## src/rtl/lock_ctrl_pkg.sv

```systemverilog
// lock_ctrl_pkg: state encoding, group indices and BCD helpers shared by the
// lock session sequencer.
package lock_ctrl_pkg;

    typedef enum logic [2:0] {
        S_IDLE     = 3'd0,
        S_ENTRY    = 3'd1,
        S_COMPARE  = 3'd2,
        S_UNLOCKED = 3'd3,
        S_LOCKOUT  = 3'd4
    } state_t;

    // First and last register-bank group of a six-digit code (three pairs)
    localparam logic [1:0] GRP_FIRST = 2'd0;
    localparam logic [1:0] GRP_LAST  = 2'd2;

    // Largest legal BCD digit
    localparam logic [3:0] BCD_MAX = 4'd9;

    function automatic logic is_bcd(input logic [3:0] d);
        return (d <= BCD_MAX);
    endfunction

    function automatic logic [2:0] grp_strobe(input logic [1:0] g);
        return 3'b001 << g;
    endfunction

endpackage

```

## src/rtl/led_flash_gen.sv

```systemverilog
// led_flash_gen: alarm LED flasher. While enabled the output starts high and
// toggles every FLASH_HALF cycles; while disabled it is held low and re-armed.
module led_flash_gen #(
    parameter int unsigned FLASH_HALF = 25_000_000
) (
    input  logic clk,
    input  logic clr,
    input  logic en,
    output logic led
);

    localparam int CNT_W = (FLASH_HALF > 1) ? $clog2(FLASH_HALF) : 1;
    localparam logic [CNT_W-1:0] CNT_LOAD = CNT_W'(FLASH_HALF - 1);

    logic [CNT_W-1:0] cnt;
    logic             phase;

    // Half-period down-counter; phase flips each time it runs out
    always_ff @(posedge clk) begin
        if (clr || !en) begin
            cnt   <= CNT_LOAD;
            phase <= 1'b0;
        end else if (cnt == '0) begin
            cnt   <= CNT_LOAD;
            phase <= ~phase;
        end else begin
            cnt   <= cnt - 1'b1;
        end
    end

    assign led = en & ~phase;

endmodule

```

## src/rtl/lock_session_sequencer.sv

```systemverilog
// lock_session_sequencer: sequences keypad digit pairs into the set/entered
// password register banks, triggers the comparator, counts failures and
// enforces a timed lockout with a flashing alarm LED.
// Optional feature: define AUTO_RELOCK_EN to relock automatically after
// RELOCK_CYCLES cycles in the unlocked state without a keypad pair.
module lock_session_sequencer
    import lock_ctrl_pkg::*;
#(
    parameter int unsigned ERR_LIMIT      = 3,
    parameter int unsigned LOCKOUT_CYCLES = 100_000_000,
    parameter int unsigned FLASH_HALF     = 25_000_000,
    parameter int unsigned RELOCK_CYCLES  = 200_000_000
) (
    input  logic       clk,
    input  logic       clr,
    input  logic       m,
    input  logic       pair_vld,
    input  logic [3:0] inA,
    input  logic [3:0] inB,
    output logic [3:0] dig_a,
    output logic [3:0] dig_b,
    output logic [2:0] ld_set,
    output logic [2:0] ld_cin,
    output logic       cmp_en,
    input  logic       match,
    output logic       unlocked,
    output logic       locked_out,
    output logic [1:0] err_cnt,
    output logic       bad_digit,
    output logic       led
);

    localparam int LOCK_W = (LOCKOUT_CYCLES > 1) ? $clog2(LOCKOUT_CYCLES) : 1;
    localparam logic [LOCK_W-1:0] LOCK_LOAD = LOCK_W'(LOCKOUT_CYCLES - 1);
    localparam logic [1:0] ERR_MAX = 2'(ERR_LIMIT);

    state_t            state, state_nxt, home;
    logic [1:0]        ptr, ptr_nxt;
    logic              pw_valid, pw_valid_nxt;
    logic              sess_mode, sess_mode_nxt;
    logic [3:0]        dig_a_nxt, dig_b_nxt;
    logic [2:0]        ld_set_nxt, ld_cin_nxt;
    logic              cmp_en_nxt, unlocked_nxt, bad_digit_nxt, pair_ok;
    logic [1:0]        err_cnt_nxt, err_inc;
    logic [LOCK_W-1:0] lock_cnt, lock_cnt_nxt;
`ifdef AUTO_RELOCK_EN
    localparam int RELOCK_W = (RELOCK_CYCLES > 1) ? $clog2(RELOCK_CYCLES) : 1;
    localparam logic [RELOCK_W-1:0] RELOCK_LOAD = RELOCK_W'(RELOCK_CYCLES - 1);
    logic [RELOCK_W-1:0] relock_cnt, relock_cnt_nxt;
`endif

    // State and registered outputs; clr overrides every event
    always_ff @(posedge clk) begin
        if (clr) begin
            state      <= S_IDLE;
            ptr        <= GRP_FIRST;
            pw_valid   <= 1'b0;
            sess_mode  <= 1'b0;
            dig_a      <= '0;
            dig_b      <= '0;
            ld_set     <= '0;
            ld_cin     <= '0;
            cmp_en     <= 1'b0;
            unlocked   <= 1'b0;
            err_cnt    <= '0;
            bad_digit  <= 1'b0;
            lock_cnt   <= '0;
`ifdef AUTO_RELOCK_EN
            relock_cnt <= RELOCK_LOAD;
`endif
        end else begin
            state      <= state_nxt;
            ptr        <= ptr_nxt;
            pw_valid   <= pw_valid_nxt;
            sess_mode  <= sess_mode_nxt;
            dig_a      <= dig_a_nxt;
            dig_b      <= dig_b_nxt;
            ld_set     <= ld_set_nxt;
            ld_cin     <= ld_cin_nxt;
            cmp_en     <= cmp_en_nxt;
            unlocked   <= unlocked_nxt;
            err_cnt    <= err_cnt_nxt;
            bad_digit  <= bad_digit_nxt;
            lock_cnt   <= lock_cnt_nxt;
`ifdef AUTO_RELOCK_EN
            relock_cnt <= relock_cnt_nxt;
`endif
        end
    end

    // Next-state and next-output decode for the entry session
    always_comb begin
        state_nxt     = state;
        ptr_nxt       = ptr;
        pw_valid_nxt  = pw_valid;
        sess_mode_nxt = sess_mode;
        dig_a_nxt     = dig_a;
        dig_b_nxt     = dig_b;
        ld_set_nxt    = '0;
        ld_cin_nxt    = '0;
        cmp_en_nxt    = 1'b0;
        unlocked_nxt  = unlocked;
        err_cnt_nxt   = err_cnt;
        bad_digit_nxt = 1'b0;
        lock_cnt_nxt  = lock_cnt;
        err_inc       = (err_cnt == ERR_MAX) ? err_cnt : err_cnt + 2'd1;
        // Setting a new code needs an empty bank or an open lock
        pair_ok       = is_bcd(inA) && is_bcd(inB) &&
                        (m || !pw_valid || state == S_UNLOCKED);
        // Rejected or aborted sessions fall back here; an open lock stays open
        home          = (state == S_UNLOCKED) ? S_UNLOCKED : S_IDLE;
`ifdef AUTO_RELOCK_EN
        relock_cnt_nxt = RELOCK_LOAD;
`endif

        case (state)
            S_IDLE, S_ENTRY, S_UNLOCKED: begin
                if (ptr != GRP_FIRST && m != sess_mode) begin
                    // Mode flipped mid-session: drop the partial entry
                    ptr_nxt   = GRP_FIRST;
                    state_nxt = home;
                end else if (pair_vld) begin
                    if (!pair_ok) begin
                        bad_digit_nxt = 1'b1;
                        ptr_nxt       = GRP_FIRST;
                        state_nxt     = home;
                    end else begin
                        dig_a_nxt = inA;
                        dig_b_nxt = inB;
                        if (ptr == GRP_FIRST) sess_mode_nxt = m;
                        if (m) begin
                            ld_cin_nxt   = grp_strobe(ptr);
                            unlocked_nxt = 1'b0;
                        end else begin
                            ld_set_nxt   = grp_strobe(ptr);
                        end
                        if (ptr == GRP_LAST) begin
                            ptr_nxt = GRP_FIRST;
                            if (m) begin
                                state_nxt = S_COMPARE;
                            end else begin
                                pw_valid_nxt = 1'b1;
                                state_nxt    = home;
                            end
                        end else begin
                            ptr_nxt   = ptr + 2'd1;
                            state_nxt = (!m && state == S_UNLOCKED) ? S_UNLOCKED : S_ENTRY;
                        end
                    end
                end
            end
            S_COMPARE: begin
                // First cycle raises cmp_en, second cycle samples match
                if (!cmp_en) begin
                    cmp_en_nxt = 1'b1;
                end else if (match) begin
                    state_nxt    = S_UNLOCKED;
                    unlocked_nxt = 1'b1;
                    err_cnt_nxt  = '0;
                end else begin
                    err_cnt_nxt = err_inc;
                    if (err_inc == ERR_MAX) begin
                        state_nxt    = S_LOCKOUT;
                        lock_cnt_nxt = LOCK_LOAD;
                    end else begin
                        state_nxt = S_IDLE;
                    end
                end
            end
            S_LOCKOUT: begin
                if (lock_cnt == '0) begin
                    state_nxt   = S_IDLE;
                    err_cnt_nxt = '0;
                end else begin
                    lock_cnt_nxt = lock_cnt - 1'b1;
                end
            end
            default: state_nxt = S_IDLE;
        endcase

`ifdef AUTO_RELOCK_EN
        // Idle time in the open state counts down; any pair restarts it
        if (state == S_UNLOCKED && state_nxt == S_UNLOCKED && !pair_vld) begin
            if (relock_cnt == '0) begin
                unlocked_nxt = 1'b0;
                ptr_nxt      = GRP_FIRST;
                state_nxt    = S_IDLE;
            end else begin
                relock_cnt_nxt = relock_cnt - 1'b1;
            end
        end
`endif
    end

    assign locked_out = (state == S_LOCKOUT);

    led_flash_gen #(
        .FLASH_HALF (FLASH_HALF)
    ) u_led_flash (
        .clk (clk),
        .clr (clr),
        .en  (locked_out),
        .led (led)
    );

endmodule

```

## config.mk

```make
export PLATFORM = sky130hd
export DESIGN_NAME = lock_session_sequencer
export DESIGN_NICKNAME = d
export VERILOG_FILES = /design/src/rtl/lock_ctrl_pkg.sv /design/src/rtl/led_flash_gen.sv /design/src/rtl/lock_session_sequencer.sv
export SDC_FILE = /design/constraint.sdc
export NUM_CORES = 1
export LEC_CHECK = 0
export ABC_AREA = 1
export BUFFER_PORTS_ARGS = -buffer_cell sky130_fd_sc_hd__buf_2
export CAP_MARGIN = 25
export CORE_MARGIN = 3
export CORE_UTILIZATION = 50
export DETAILED_ROUTE_END_ITERATION = 8
export PLACE_DENSITY = 0.69
export SLEW_MARGIN = 20
export SYNTH_ARGS = -nofsm -noshare
export SYNTH_HDL_FRONTEND = slang
export SYNTH_SLANG_ARGS = --single-unit
export TNS_END_PERCENT = 5
```

## constraint.sdc

```tcl
create_clock -name clk -period 2 [get_ports clk]
set_input_delay 0.4 -clock clk [delete_from_list [all_inputs] [get_ports clk]]
set_output_delay 0.4 -clock clk [all_outputs]
set_load 0.05 [all_outputs]
```

# Word-level counts from Yosys, hierarchy flattened
# Cells that the tools add are included.
[totals]
register_bits = 79
in_bits = 13
output_inout_bits = 21
wordCells = 116
[classes]
addsub = 4
magnitude_cmp = 2
eq_ne = 19
shift = 1
n_mux = 35
bitwise = 8
n_reduce_logical = 32
[op_table]
columns = ["cell", "n"]
rows = [
  ["2-to-1 mux 27 bit", 4],
  ["one-hot mux 27 bit (2 select lines)", 1],
  ["zero test 27 bit", 1],
  ["subtractor 27 x 1 -> 27 bit (second input constant)", 1],
  ["zero test 25 bit", 1],
  ["subtractor 25 x 1 -> 25 bit (second input constant)", 1],
  ["2-to-1 mux 3 bit", 8],
  ["2-to-1 mux 2 bit", 11],
  ["inequality test 2 bit (second input constant)", 10],
  ["OR reduction 6 bit", 2],
  ["AND reduction 5 bit", 2],
  ["one-hot mux 3 bit (3 select lines)", 1],
  ["less-or-equal comparator 4 bit (second input constant)", 2],
  ["2-to-1 mux 1 bit", 8],
  ["nonzero test 2 bit", 4],
  ["NOT 1 bit", 7],
  ["AND reduction 7 bit", 1],
  ["== test 2 bit (second input constant)", 3],
  ["== test 3 x 2 -> 1 bit (second input constant)", 2],
  ["AND reduction 3 bit", 2],
  ["AND reduction 6 bit", 1],
  ["adder 2 x 1 -> 2 bit (second input constant)", 2],
  ["logical AND 1 bit", 4],
  ["one-hot mux 2 bit (2 select lines)", 1],
  ["other kinds (16)", 21],
]

# Longest topological paths before layout
# Gate-level depths: netlist of run 1.
[logic_depth]
word_depth = 8
depth_mapped = 13
ltp_nobuf = 12

# Cells and area by module
# Synthesis of run 1 repeated with hierarchy kept, for this count alone.
[unflattened]
cells_unflattened = 668
hier_area_um2 = 4286.6
[modules_own_cells]
columns = ["module", "n_inst", "cells_per_inst", "area_per_inst_um2", "seq_area_each_um2"]
rows = [
  ["lock_session_sequencer", 1, 449, 2917.8, 1061.0],
  ["led_flash_gen", 1, 219, 1368.8, 520.5],
]

# Worst setup path before layout of run 1
# OpenSTA, ideal clock, no wires.
[synth_path]
kind = "register to output"
startpoint = "reg state[1]"
endpoint = "out led"
arrival_ns = 1.408
required_ns = 1.600
slack_ns = 0.192
stages_incl_launch_ff = 5
n_path_buf = 1
path_cell_list = "dfxtp_1 -> inv_2 -> nand3_2 -> clkbuf_1 -> nor2_1"
[synth_between]
elab_chain_cells = 2
[synth_lines]
columns = ["item", "line_no", "text"]
rows = [
  ["start: declaration", "lock_session_sequencer.sv:37", "state_t state, state_nxt, home;"],
  ["start signal: assignment", "lock_session_sequencer.sv:72", "state <= state_nxt;"],
  ["== test 3 bit", "lock_session_sequencer.sv:195", "assign locked_out = (state == S_LOCKOUT);"],
  ["AND 1 bit", "led_flash_gen.sv:31", "assign led = en & ~phase;"],
  ["end: declaration", "lock_session_sequencer.sv:30", "output logic led"],
]
# No other way between the ends.

# Worst setup path after layout of run 1
[layout_path]
startpoint = "reg lock_cnt[0]"
endpoint = "reg lock_cnt[19]"
[layout_between]
elab_chain_cells = 3
elab_cells_between_ends = 6
classes_between = "add/sub (1); eq/ne (1); mux (2); reduce/logical (2)"
[layout_lines]
columns = ["item", "line_no", "text"]
rows = [
  ["start: declaration", "lock_session_sequencer.sv:45", "logic [LOCK_W-1:0] lock_cnt, lock_cnt_nxt;"],
  ["start signal: assignment", "lock_session_sequencer.sv:84", "lock_cnt <= lock_cnt_nxt;"],
  ["subtractor 27 x 1 -> 27 bit / zero test 27 bit (equally long branches)", "lock_session_sequencer.sv:175, lock_session_sequencer.sv:171", ""],
  ["2-to-1 mux 27 bit / inequality test 2 bit (equally long branches)", "n/a", ""],
  ["one-hot mux 27 bit (2 select lines) / AND reduction 5 bit (equally long branches)", "n/a", ""],
]
# Parallel ways exist; a longest one is shown, timed or not. The select of a mux whose other input is x is not followed.
# A chain may end at the register's enable or synchronous reset.

==> run_results.csv, run 1 <==
group,metric,value,unit
detailed_routing,drt_iter0_drc,220,
global_routing,grt_pass1_vias,3657,
detailed_routing,ant_nets,0,
setup_path,worst_setup_path_end_kind,"register",
cells_and_area,final_nets,664,
cells_and_area,nFillCells,762,
logic_synthesis,synthesis.instances,611,
detailed_routing,finalWirelength,9.23,mm
timing,period_share,0.915,
timing,fmax,0.546,GHz
logic_synthesis,ys_seq_area_frac,0.385,
timing,period_needed,1.83,ns
setup_path,path_common_cell,"nand2_4",
setup_path,ff2ff_path_depth,10,
global_routing,grt_max_degree,29,
timing,relSlewSlack,0.707,
logic_synthesis,synth_top_area_frac,0.385,
logic_synthesis,yosysMostFrequentCell,"nand2_1",
die,row_count,32,
power_and_ir_drop,p_total,3180,uW
flow_run,maxCapViolations,0,
setup_path,path_cells,"inv_1 -> ha_4 -> nand2_2 -> nor2_4 -> nand3_2 -> nand2_4 -> nand2_4 -> buf_4 -> nand4_1 -> a21oi_2",
clocking,post_cts_buffers,0,
setup_path,cp_slowest_cell,"dfxtp_1",
logic_synthesis,avgSynthCellArea,6.72,sq um
timing,hold_viol,0,
detailed_routing,wire_per_inst,12.2,um
global_routing,grtUsageTotal,0.202,
setup_path,critPathMaxFanout,15,
die,dieArea,9340,sq um
clocking,tritoncts,"yes",
logic_synthesis,synthFlopType,"dfxtp_1",
logic_synthesis,synth_nets,627,
cells_and_area,n_antenna_cell,0,
logic_synthesis,synthArstFlopShare,0,
die,die_w,96.6,um
die,die_y,96.6,um
setup_path,setup.worst_path.start_class,"register",
clocking,clock-sinks,79,
timing,tightestPinTransition,0.440,ns
hold_path,holdPathEnd,"ptr[0]",
place,post_dp_cell_area,4370,sq um
timing,fin_tns_setup,0,ns
timing,skew,0.0113,ns
cells_and_area,final_cell_area,4610,sq um
place,pre_cts_ws,0.126,ns
detailed_routing,drc_errors,0,
clocking,cts_buffer_depth,2,
logic_synthesis,netlist_area,4110,sq um
setup_path,required,2.24,ns
die,initial_core_util,0.523,
logic_synthesis,yosys_warnings,0,
setup_path,critical_path_buf_inv_count,2,
hold_path,hold_class,"in2reg",
cells_and_area,drive_gt1_frac,0.159,
place,finalWeightedCongestion,0.893,
timing,whs,0.280,ns
setup_path,r2r_slack,0.17,ns
power_and_ir_drop,leakage,0.00208,uW
setup_path,cp_top_family,"simple AND/OR/NAND/NOR gates",
setup_path,r2r-start,"lock_cnt[0]",
power_and_ir_drop,irDropWorstVdd,0.388,mV
timing,setup_slack,0.169,ns
place,dpl.hpwl,6.89,mm
clocking,holdBufCountCts,0,
setup_path,max_stage_delay,0.34,ns
setup_path,crit_arrival,2.07,ns
timing,rsz0062_at_grt,"false",
detailed_routing,viasPerCell,5.32,
die,core-area,7850,sq um
clocking,cts_root_buf,"clkbuf_8",
timing,setup_viol,0,
cells_and_area,syn2layout_area_growth,12.2,%
die,io_pins,34,
hold_path,whs_path_depth,2,
global_routing,antenna_found_initial,0,
logic_synthesis,yosys.area.top_type,"dfxtp_1",
power_and_ir_drop,powerDensity,689,nW/um^2
logic_synthesis,synth_edf_count,0,
hold_path,hold_start,"clr",
setup_path,path_class,"reg2reg",
place,port_buffers,33,
clocking,clock_latency,0.36,ns
setup_path,r2r-end,"lock_cnt[19]",
timing,final_max_slew_viol_count,0,
global_routing,grt-ovfl-total,0,
logic_synthesis,ys_ff_latch,79,
logic_synthesis,synth_cell_types,35,
clocking,numCtsBuffers,9,
clocking,ctsHtreeMaxLevel,3,
global_routing,grt_pass1_wl,16.2,mm
status,status,"finished clean",
clocking,path_clk_slew,0.09,ns
logic_synthesis,yosys-top-cells-count,"144 x nand2_1, 116 x nor2_1, 79 x dfxtp_1",
detailed_routing,firstDrtPassIters,5,
detailed_routing,vias,4019,
logic_synthesis,synth_area_leaders,"dfxtp_1 39%, nand2_1 13%, nor2_1 11%",
==> metrics by stage <==
stage,cells,utilization
floorplan,611,-
global placement,739,0.557
detailed placement,739,0.557
CTS,755,0.583
global route,755,0.587
finish,755,0.587
==> how the worst max path moves through the flow <==
stage / from / to / cells after the start / slack (ns)
3_3_place_gp: lock_cnt[0] / lock_cnt[26] / 10 / 0.19
4_1_cts: state[1] / led / 5 / 0.06
5_1_grt: lock_cnt[0] / lock_cnt[26] / 10 / 0.05
6_report: lock_cnt[0] / lock_cnt[19] / 10 / 0.17
2_1_floorplan: state[1] / led / 4 / 0.19
3_5_place_dp: lock_cnt[0] / lock_cnt[19] / 10 / 0.13
==> cell usage in the layout (no fill, tap or decap), types with 13 or more instances in the layout <==
cell type,instances
xor2_1,13
buf_2,32
nand3_1,36
nand4_1,13
o21ai_0,38
dfxtp_1,79
inv_1,44
nor2_1,115
a21oi_1,42
nand2_1,144
==> kinds of logic after synthesis <==
kind of cell             after synthesis  synth area share
AO/OA/AOI/OAI                         98             0.132
XOR/XNOR                              19            0.0405
AND/OR/NAND/NOR                      345             0.364
flip-flops                            79             0.385
adder cells (fa/ha/maj)                3           0.00914
buffers and inverters                 67            0.0688
==> layer usage <==
| metal | GRT usage | share of wire | up-vias |
|---|---|---|---|
| met3 | 0.0497 | 0.059 | 10 |
| met2 | 0.312 | 0.45 | 113 |
| li1 | - | - | 2049 |
| met4 | 0.0616 | 0.010 | 0 |
| met5 | 0 | 0 | - |
| met1 | 0.280 | 0.48 | 1847 |
==> registers in the layout, indices dropped and copies added (netlist names) <==
name               count
dig_b                  4
bad_digit              1
u_led_flash.phase      1
state                  3
cmp_en                 1
dig_a                  4
u_led_flash.cnt       25
ld_set                 3
sess_mode              1
pw_valid               1
unlocked               1
ld_cin                 3
lock_cnt              27
ptr                    2
err_cnt                2
==> layout make-up <==
type                    instances  area, sq um  share of cell area
multi-input cells             465         2270               0.492
flip-flops and latches         79         1580               0.343
repair buffers                 40          228              0.0494
inverters                      53          211              0.0459
well taps                     102          128              0.0277
clock buffers                   9          124              0.0269
clock inverters                 7         68.8              0.0149
==> what timing repair did <==
item,4_1_cts,5_1_grt
hold endpoints to repair,0,0
endpoints found under the setup margin,1,26
cloned,0,0
resized for setup,3,6
==> power breakdown <==
| group | leakage (uW) | total (uW) | internal [uW] | switching (uW) |
|---|---|---|---|---|
| Clock | 0.000101 | 1160 | 492 | 672 |
| Combinational | 0.00134 | 368 | 98.9 | 269 |
| Sequential | 0.000639 | 1640 | 1610 | 29.9 |
Power figures use the tool's default switching activity.
==> run 2: changes to the inputs <==
PLACE_DENSITY = 0.65   (was 0.69)
SETUP_SLACK_MARGIN = 0.4   (was unset)
==> run_results.csv, run 2 (same netlist as run 1, synthesis figures left out) <==
group,metric,value,unit
status,status,"finished clean",
cells_and_area,largest_reg_flops,27,
cells_and_area,multi_input_area,2410,sq um
cells_and_area,largest-register,"lock_cnt",
die,io_pins,34,
cells_and_area,seqCellArea,1600,sq um
setup_path,required,1.60,ns
detailed_routing,wire_per_inst,12.7,um
cells_and_area,final_common_cell,"nand2_1",
timing,setup_viol,0,
detailed_routing,firstDrtPassIters,4,
detailed_routing,vias,3992,
timing,whs,0.290,ns
timing,final_max_slew_viol_count,0,
timing,hold_viol,0,
flow_run,maxCapViolations,0,
detailed_routing,drc_errors,0,
clocking,tritoncts,"yes",
clocking,numCtsBuffers,9,
global_routing,grtUsageTotal,0.212,
global_routing,grt_max_degree,31,
hold_path,hold_class,"in2reg",
clocking,cts_buffer_depth,2,
setup_path,cp-startpoint,"state[1]",
die,die_w,96.6,um
cells_and_area,nFillCells,755,
cells_and_area,n_antenna_cell,0,
timing,period_needed,1.61,ns
die,die_y,96.6,um
timing,period_share,0.805,
setup_path,setup.worst_path.start_class,"register",
global_routing,antenna_found_initial,0,
clocking,holdBufCountCts,0,
place,port_buffers,33,
die,core-area,7850,sq um
die,dieArea,9340,sq um
die,initial_core_util,0.523,
power_and_ir_drop,leakage,0.00217,uW
clocking,clock_latency,0.36,ns
clocking,cts_root_buf,"clkbuf_8",
hold_path,hold_start,"clr",
setup_path,worst_setup_path_end_kind,"primary output",
detailed_routing,ant_nets,0,
setup_path,path_class,"reg2out",
global_routing,grt_pass1_wl,16.8,mm
clocking,ctsHtreeMaxLevel,3,
setup_path,r2r-start,"lock_cnt[1]",
timing,skew,0.0124,ns
timing,fmax,0.621,GHz
place,dpl.hpwl,6.94,mm
timing,fin_tns_setup,0,ns
die,row_count,32,
detailed_routing,finalWirelength,9.73,mm
cells_and_area,syn2layout_area_growth,19.1,%
detailed_routing,viasPerCell,5.20,
global_routing,grt_pass1_vias,3781,
timing,relSlewSlack,0.705,
place,finalWeightedCongestion,0.894,
power_and_ir_drop,irDropWorstVdd,0.364,mV
detailed_routing,drt_iter0_drc,163,
clocking,clock-sinks,79,
timing,rsz0062_at_grt,"true",
power_and_ir_drop,powerDensity,637,nW/um^2
clocking,path_clk_slew,0.09,ns
cells_and_area,final_nets,676,
cells_and_area,final_cell_mix,"139 x nand2_1, 98 x nor2_1, 65 x dfxtp_1",
global_routing,grt-ovfl-total,0,
setup_path,critPathMaxFanout,6,
cells_and_area,largestRegisters,"lock_cnt (27), u_led_flash.cnt (25)",
cells_and_area,drive_gt1_frac,0.239,
setup_path,crit_arrival,1.21,ns
timing,tightestPinTransition,0.442,ns
[run 2: path summary, 6_finish.rpt]
kind | to | slack (ns) | cells past startpoint
setup / recovery | led | 0.39 | 4
hold / removal | ptr[0] | 0.29 | 2
setup reg to reg | lock_cnt[19] | 0.42 | 10
hold reg to reg | u_led_flash.cnt[0] | 0.44 | 1
[run 2: metrics by stage]
| step | cell area (sq um) | utilization | total power (uW) | instances | setup slack, ns |
|---|---|---|---|---|---|
| 3_3_place_gp | 4380 | 0.559 | 2040 | 740 | 0.243 |
| 6_report | 4890 | 0.623 | 3120 | 767 | 0.389 |
| 2_1_floorplan | 4110 | - | 1960 | 611 | 0.261 |
| 3_5_place_dp | 4380 | 0.559 | 2040 | 740 | 0.163 |
| 5_1_grt | 4890 | 0.623 | 3270 | 767 | 0.282 |
| 4_1_cts | 4700 | 0.598 | 3150 | 762 | 0.379 |
[run 2: power by group]
group	switching (uW)	internal [uW]	leakage, uW	total [uW]
registers	32.1	1620	0.000643	1650
logic	271	101	0.00144	373
clock network	633	465	0.0000842	1100
[run 2: worst max-delay path, stage by stage (launching register included)]
cell	delay, ns
dfxtp_4	0.38
inv_2	0.08
nand3_4	0.12
nor2_4	0.12
buf_8	0.15
[run 2: cell type report]
| class | count | share of cell area |
|---|---|---|
| timing repair buffer | 52 | 0.0731 |
| multi-input combinational | 465 | 0.492 |
| inverter | 53 | 0.0448 |
| tap | 102 | 0.0261 |
| sequential | 79 | 0.327 |
| clock inverter | 7 | 0.0115 |
| clock buffer | 9 | 0.0253 |
[run 2: repair_timing]
item	in CTS	in global routing
gates cloned	0	2
buffers inserted	6	3
setup endpoints to repair	43	62
hold endpoints to repair	0	0
gates resized for setup	20	52
pin swaps	3	11
[run 2: per-layer routing]
| metal | vias to the layer above | global-route usage | wire length, um |
|---|---|---|---|
| met5 | - | 0 | 0 |
| met1 | 1831 | 0.280 | 4620 |
| li1 | 2076 | - | - |
| met3 | 15 | 0.0368 | 395 |
| met2 | 70 | 0.338 | 4520 |
| met4 | 0 | 0.0940 | 202 |
